### src/rtl/output_frame_ctrl.sv
// Output bank frame sequencer: steps through SLOTS header/payload read slots,
// clears the read bank in a guard window, and swaps banks at each RUN frame end.
module output_frame_ctrl #(
  parameter int unsigned SLOTS    = 4,
  parameter int unsigned HALF_CYC = 10
) (
  input  logic                     clk,
  input  logic                     rst,
  input  logic                     en,
  output logic                     bank_sel,
  output logic                     bank2_sel,
  output logic                     mem_clr,
  output logic [$clog2(SLOTS)-1:0] running2_slot,
  output logic                     header2_present,
  output logic                     primeup,
  output logic                     frame_start
);

  localparam int unsigned SW    = $clog2(SLOTS);
  localparam int unsigned HW    = $clog2(HALF_CYC);
  localparam int unsigned RW    = SLOTS * 2 * HALF_CYC;
  localparam int unsigned FRAME = RW + SLOTS;
  localparam int unsigned CW    = $clog2(FRAME);

  typedef enum logic [1:0] {IDLE, FILL, RUN} state_t;

  state_t          state_q, state_d;
  logic [CW-1:0]   cnt_q, cnt_d;
  logic [HW-1:0]   hcnt_q, hcnt_d;
  logic            bank_q, bank_d;
  logic            clr_q, clr_d;
  logic [SW-1:0]   slot_q, slot_d;
  logic            hdr_q, hdr_d;
  logic            prime_q, prime_d;
  logic            fs_q, fs_d;

  logic last_c, rd_end_c, half_end_c;

  assign last_c     = (cnt_q == CW'(FRAME - 1));
  assign rd_end_c   = (cnt_q == CW'(RW - 1));
  assign half_end_c = (hcnt_q == HW'(HALF_CYC - 1));

  // Next-state values; every output register is loaded from its _d here.
  always_comb begin
    state_d = state_q;
    cnt_d   = cnt_q;
    hcnt_d  = hcnt_q;
    bank_d  = bank_q;
    clr_d   = clr_q;
    slot_d  = slot_q;
    hdr_d   = hdr_q;
    prime_d = prime_q;
    fs_d    = 1'b0;

    unique case (state_q)
      IDLE: begin
        if (en) begin
          state_d = FILL;
          cnt_d   = '0;
          hcnt_d  = '0;
          bank_d  = 1'b0;
          clr_d   = 1'b0;
          slot_d  = '0;
          hdr_d   = 1'b0;
          prime_d = 1'b0;
          fs_d    = 1'b1;
        end
      end
      FILL, RUN: begin
        if (last_c) begin
          cnt_d  = '0;
          hcnt_d = '0;
          clr_d  = 1'b0;
          slot_d = '0;
          hdr_d  = 1'b0;
          if (state_q == FILL || en) begin
            state_d = RUN;
            prime_d = 1'b1;
            fs_d    = 1'b1;
            // The fill frame only preloads; banks swap at RUN frame ends.
            bank_d  = (state_q == RUN) ? ~bank_q : bank_q;
          end else begin
            state_d = IDLE;
            prime_d = 1'b0;
            bank_d  = 1'b0;
          end
        end else begin
          cnt_d = cnt_q + CW'(1);
          if (rd_end_c) begin
            clr_d  = 1'b1;
            slot_d = '0;
            hdr_d  = 1'b0;
            hcnt_d = '0;
          end else if (!clr_q) begin
            if (half_end_c) begin
              hcnt_d = '0;
              if (hdr_q) begin
                hdr_d  = 1'b0;
                slot_d = slot_q + SW'(1);
              end else begin
                hdr_d = 1'b1;
              end
            end else begin
              hcnt_d = hcnt_q + HW'(1);
            end
          end
        end
      end
      default: begin
        state_d = IDLE;
        cnt_d   = '0;
        hcnt_d  = '0;
        bank_d  = 1'b0;
        clr_d   = 1'b0;
        slot_d  = '0;
        hdr_d   = 1'b0;
        prime_d = 1'b0;
      end
    endcase
  end

  always_ff @(posedge clk or negedge rst) begin
    if (!rst) begin
      state_q <= IDLE;
      cnt_q   <= '0;
      hcnt_q  <= '0;
      bank_q  <= 1'b0;
      clr_q   <= 1'b0;
      slot_q  <= '0;
      hdr_q   <= 1'b0;
      prime_q <= 1'b0;
      fs_q    <= 1'b0;
    end else begin
      state_q <= state_d;
      cnt_q   <= cnt_d;
      hcnt_q  <= hcnt_d;
      bank_q  <= bank_d;
      clr_q   <= clr_d;
      slot_q  <= slot_d;
      hdr_q   <= hdr_d;
      prime_q <= prime_d;
      fs_q    <= fs_d;
    end
  end

  assign bank_sel        = bank_q;
  assign bank2_sel       = bank_q;
  assign mem_clr         = clr_q;
  assign running2_slot   = slot_q;
  assign header2_present = hdr_q;
  assign primeup         = prime_q;
  assign frame_start     = fs_q;

endmodule

### config.mk
export PLATFORM = sky130hd
export DESIGN_NAME = output_frame_ctrl
export DESIGN_NICKNAME = d
export VERILOG_FILES = /design/src/rtl/output_frame_ctrl.sv
export SDC_FILE = /design/constraint.sdc
export NUM_CORES = 1
export LEC_CHECK = 0
export CORE_UTILIZATION = 48
export CTS_BUF_LIST = sky130_fd_sc_hd__clkbuf_4 sky130_fd_sc_hd__clkbuf_8 sky130_fd_sc_hd__clkbuf_16
export DETAILED_ROUTE_END_ITERATION = 8
export PLACE_DENSITY = 0.69
export SYNTH_ARGS = -nofsm -noshare
export SYNTH_HDL_FRONTEND = slang
export SYNTH_SLANG_ARGS = --single-unit
### constraint.sdc
create_clock -name clk -period 3.15 [get_ports clk]
set_clock_uncertainty 0.15 [all_clocks]
set_input_delay 0.4725 -clock clk [delete_from_list [all_inputs] [get_ports clk]]
set_output_delay 0.4725 -clock clk [all_outputs]
set_load 0.01 [all_outputs]
==> results.sh <==
export IMPL_clockBufferDepth=2
export IMPL_die_area_sq_um=2650
export IMPL_placed_cell_area_sq_um=1270
export IMPL_htreeDepth=1
export IMPL_mostFrequentLayoutCell="dfrtp_1"
export IMPL_drc=0
export IMPL_crit_family="buffers and inverters"
export IMPL_grt_max_degree=21
export IMPL_yosysWarnings=0
export IMPL_cp_slowest_stage_delay_ns=0.59
export IMPL_max_freq_ghz=0.490
export IMPL_cts_root_buf="clkbuf_4"
export IMPL_final_max_slew_viol_count=0
export IMPL_timing_rr_start="state_q[0]"
export IMPL_clk_latency_ns=0.31
export IMPL_fin_nets=139
export IMPL_numCtsBuffers=3
export IMPL_path_class="reg -> out"
export IMPL_status="complete, no violations"
export IMPL_setup_viol=0
export IMPL_hp_class="reg -> reg"
export IMPL_synthTopCellsByArea="dfrtp_1, ha_1, nand2_1"
export IMPL_min_from="primeup"
export IMPL_cp_end_kind="primary output"
export IMPL_crit_buf_inv=1
export IMPL_io_pin_count=11
export IMPL_io_buffers=10
export IMPL_p_per_area_nw_per_um2=556
export IMPL_initial_core_util_pct=52.1
export IMPL_worstMarginPinSlew_ns=0.878
export IMPL_final_period_utilization_pct=64.7
export IMPL_relSlewSlack_pct=41.3
export IMPL_ys_ff_latch=20
export IMPL_diodes=0
export IMPL_core_area_sq_um=2250
export IMPL_clk_pin_slew_worst_paths_ns=0.12
export IMPL_yosysUniqueCellTypes=41
export IMPL_crit_fanout=10
export IMPL_gp_congestion=0.826
export IMPL_grt_pass1_vias=801
export IMPL_row_count=17
export IMPL_dp_hpwl_mm=1.48
export IMPL_reg2reg_slack_ns=1.14
export IMPL_post_cts_buffers=0
export IMPL_fin_cells=155
export IMPL_ant_nets=0
export IMPL_final_min_clock_period_ns=2.04
export IMPL_drv_cap=0
export IMPL_drive_gt1_share_pct=8.66
export IMPL_crit_arrival_ns=1.42
export IMPL_cts_sinks=20
export IMPL_drtIter0Drc=14
export IMPL_holdBufCountCts=0
export IMPL_grt_pass1_wl_mm=3.75
export IMPL_synth_nets=130
export IMPL_cts_tree="done"
export IMPL_hold_violations=0
export IMPL_crit_path_start_kind="register"
export IMPL_final_cell_mix="dfrtp_1, nand2_1, clkdlybuf4s50_1, o21ai_1, ha_1"
export IMPL_syn_inst=119
export IMPL_post_drt_wl_per_cell_microns=13.6
export IMPL_rsz0062_at_grt="false"
export IMPL_tns_ns=0
export IMPL_dp_cells=151
export IMPL_yosys_area_top_type="dfrtp_1"
export IMPL_syn_avg_cell_area_sq_um=9.87
export IMPL_syn_area_sq_um=1170
export IMPL_vdd_drop_max_uv=302
export IMPL_whs_path_depth=1
export IMPL_hold_end="primeup"
export IMPL_required_ns=2.53
export IMPL_r2r_end="mem_clr"
export IMPL_wl_mm=2.11
export IMPL_fin_area_sq_um=1310
export IMPL_ctsResizeCount=0
export IMPL_ys_seq_area_share_pct=42.6
export IMPL_grt_usage_pct=19.7
export IMPL_first_pass_iters=4
export IMPL_vias_per_cell=5.60
export IMPL_area_growth_syn_to_layout_pct=11.5
export IMPL_leakage_uw=0.000577
export IMPL_crit_slowest_cell="clkdlybuf4s50_1"
export IMPL_cp_cell_sequence="clkdlybuf4s50_1"
export IMPL_yosysTopAreaCellShare_pct=42.6
export IMPL_antenna_found_initial=0
export IMPL_die_y_microns=51.5
export IMPL_grt_overflow_total=0
export IMPL_chipWidth_microns=51.5
export IMPL_r2r_cells=6
export IMPL_num_vias=868
## cells in the mapped netlist, drive strengths merged
library cell and number:
nand3 2, dfrtp 20, nor4 3, inv 4, nor3b 2, o2bb2ai 1, and2 1, and3b 3
ha 8, a211o 1, o22ai 1, clkbuf 1, nand4 2, nand2b 3, nor4bb 1, mux2i 2
xor2 3, nor4b 3, nand4bb 1, o2111ai 1, nor3 2, o21ai 10, a21oi 6, or4b 1
buf 5, nand2 18, a21bo 1, a31oi 1, xnor2 2, o32ai 1, nor2 7, and2b 1
nand4b 1
## cell type report
type | instances | area, sq um
Tap cell | 28 | 35.0
Timing Repair Buffer | 10 | 100
Sequential cell | 20 | 500
Clock buffer | 4 | 36.3
Fill cell | 210 | 945
Multi-Input combinational cell | 89 | 623
Inverter | 4 | 15.0
## how the worst max path moves through the flow
stage / depth (start not counted) / start / end / slack (ns)
3_3_place_gp: 5 / en / mem_clr / 0.85
2_1_floorplan: 7 / state_q[0] / mem_clr / 1.36
5_1_grt: 6 / state_q[0] / mem_clr / 1.0
4_1_cts: 1 / mem_clr / mem_clr / 1.10
6_report: 1 / mem_clr / mem_clr / 1.11
3_5_place_dp: 5 / en / mem_clr / 0.82
## flip-flops by register name, indices dropped and copies added (netlist names)
register	count
frame_start	1
hcnt_q	4
header2_present	1
primeup	1
mem_clr	1
cnt_q	7
running2_slot	2
bank2_sel	1
state_q	2
## logic make-up (layout without fill, tap and decap cells)
kind of cell             count (synthesis)  count (layout)  synth area share, %
AND/OR/NAND/NOR                         51              51                 27.1
AO/OA/AOI/OAI                           23              23                 12.0
flip-flops                              20              20                 42.6
buffers and inverters                   10              18                 4.37
adder cells (fa/ha/maj)                  8               8                 8.52
XOR/XNOR                                 5               5                 3.73
multiplexers                             2               2                 1.70
## stage by stage
step | setup slack, ns | total power [uW] | utilization [%] | hold WS (ns)
6_report | 1.11 | 728 | 58.1 | 0.362
5_1_grt | 0.997 | 788 | 58.1 | 0.402
4_1_cts | 1.10 | 739 | 58.1 | 0.361
3_5_place_dp | 0.817 | 584 | 56.5 | 0.328
3_3_place_gp | 0.847 | 573 | 56.5 | 0.330
2_1_floorplan | 1.36 | 530 | - | 0.0269
## worst register-to-register path, delay by kind of cell, from the launching register on
family	cells	cell delay [ns]
AOI/OAI and AO/OA	1	0.13
DFF	1	0.40
and+or+nand+nor	3	0.94
adders and majority gates	1	0.24
buffers and inverters	1	0.10
## per-layer routing
layer | track usage (%) | wire [microns] | share of wire [%]
met1 | 25.8 | 1030 | 49
met2 | 30.5 | 976 | 46
met3 | 3.57 | 50 | 2.4
met4 | 10.8 | 50 | 2.4
met5 | 0 | 0 | 0
## power breakdown
group | internal (uW) | switching, uW
logic | 90.9 | 147
registers | 293 | 45.4
clock network | 70.6 | 81.3
Note: power is estimated with default switching activity, not from simulation.
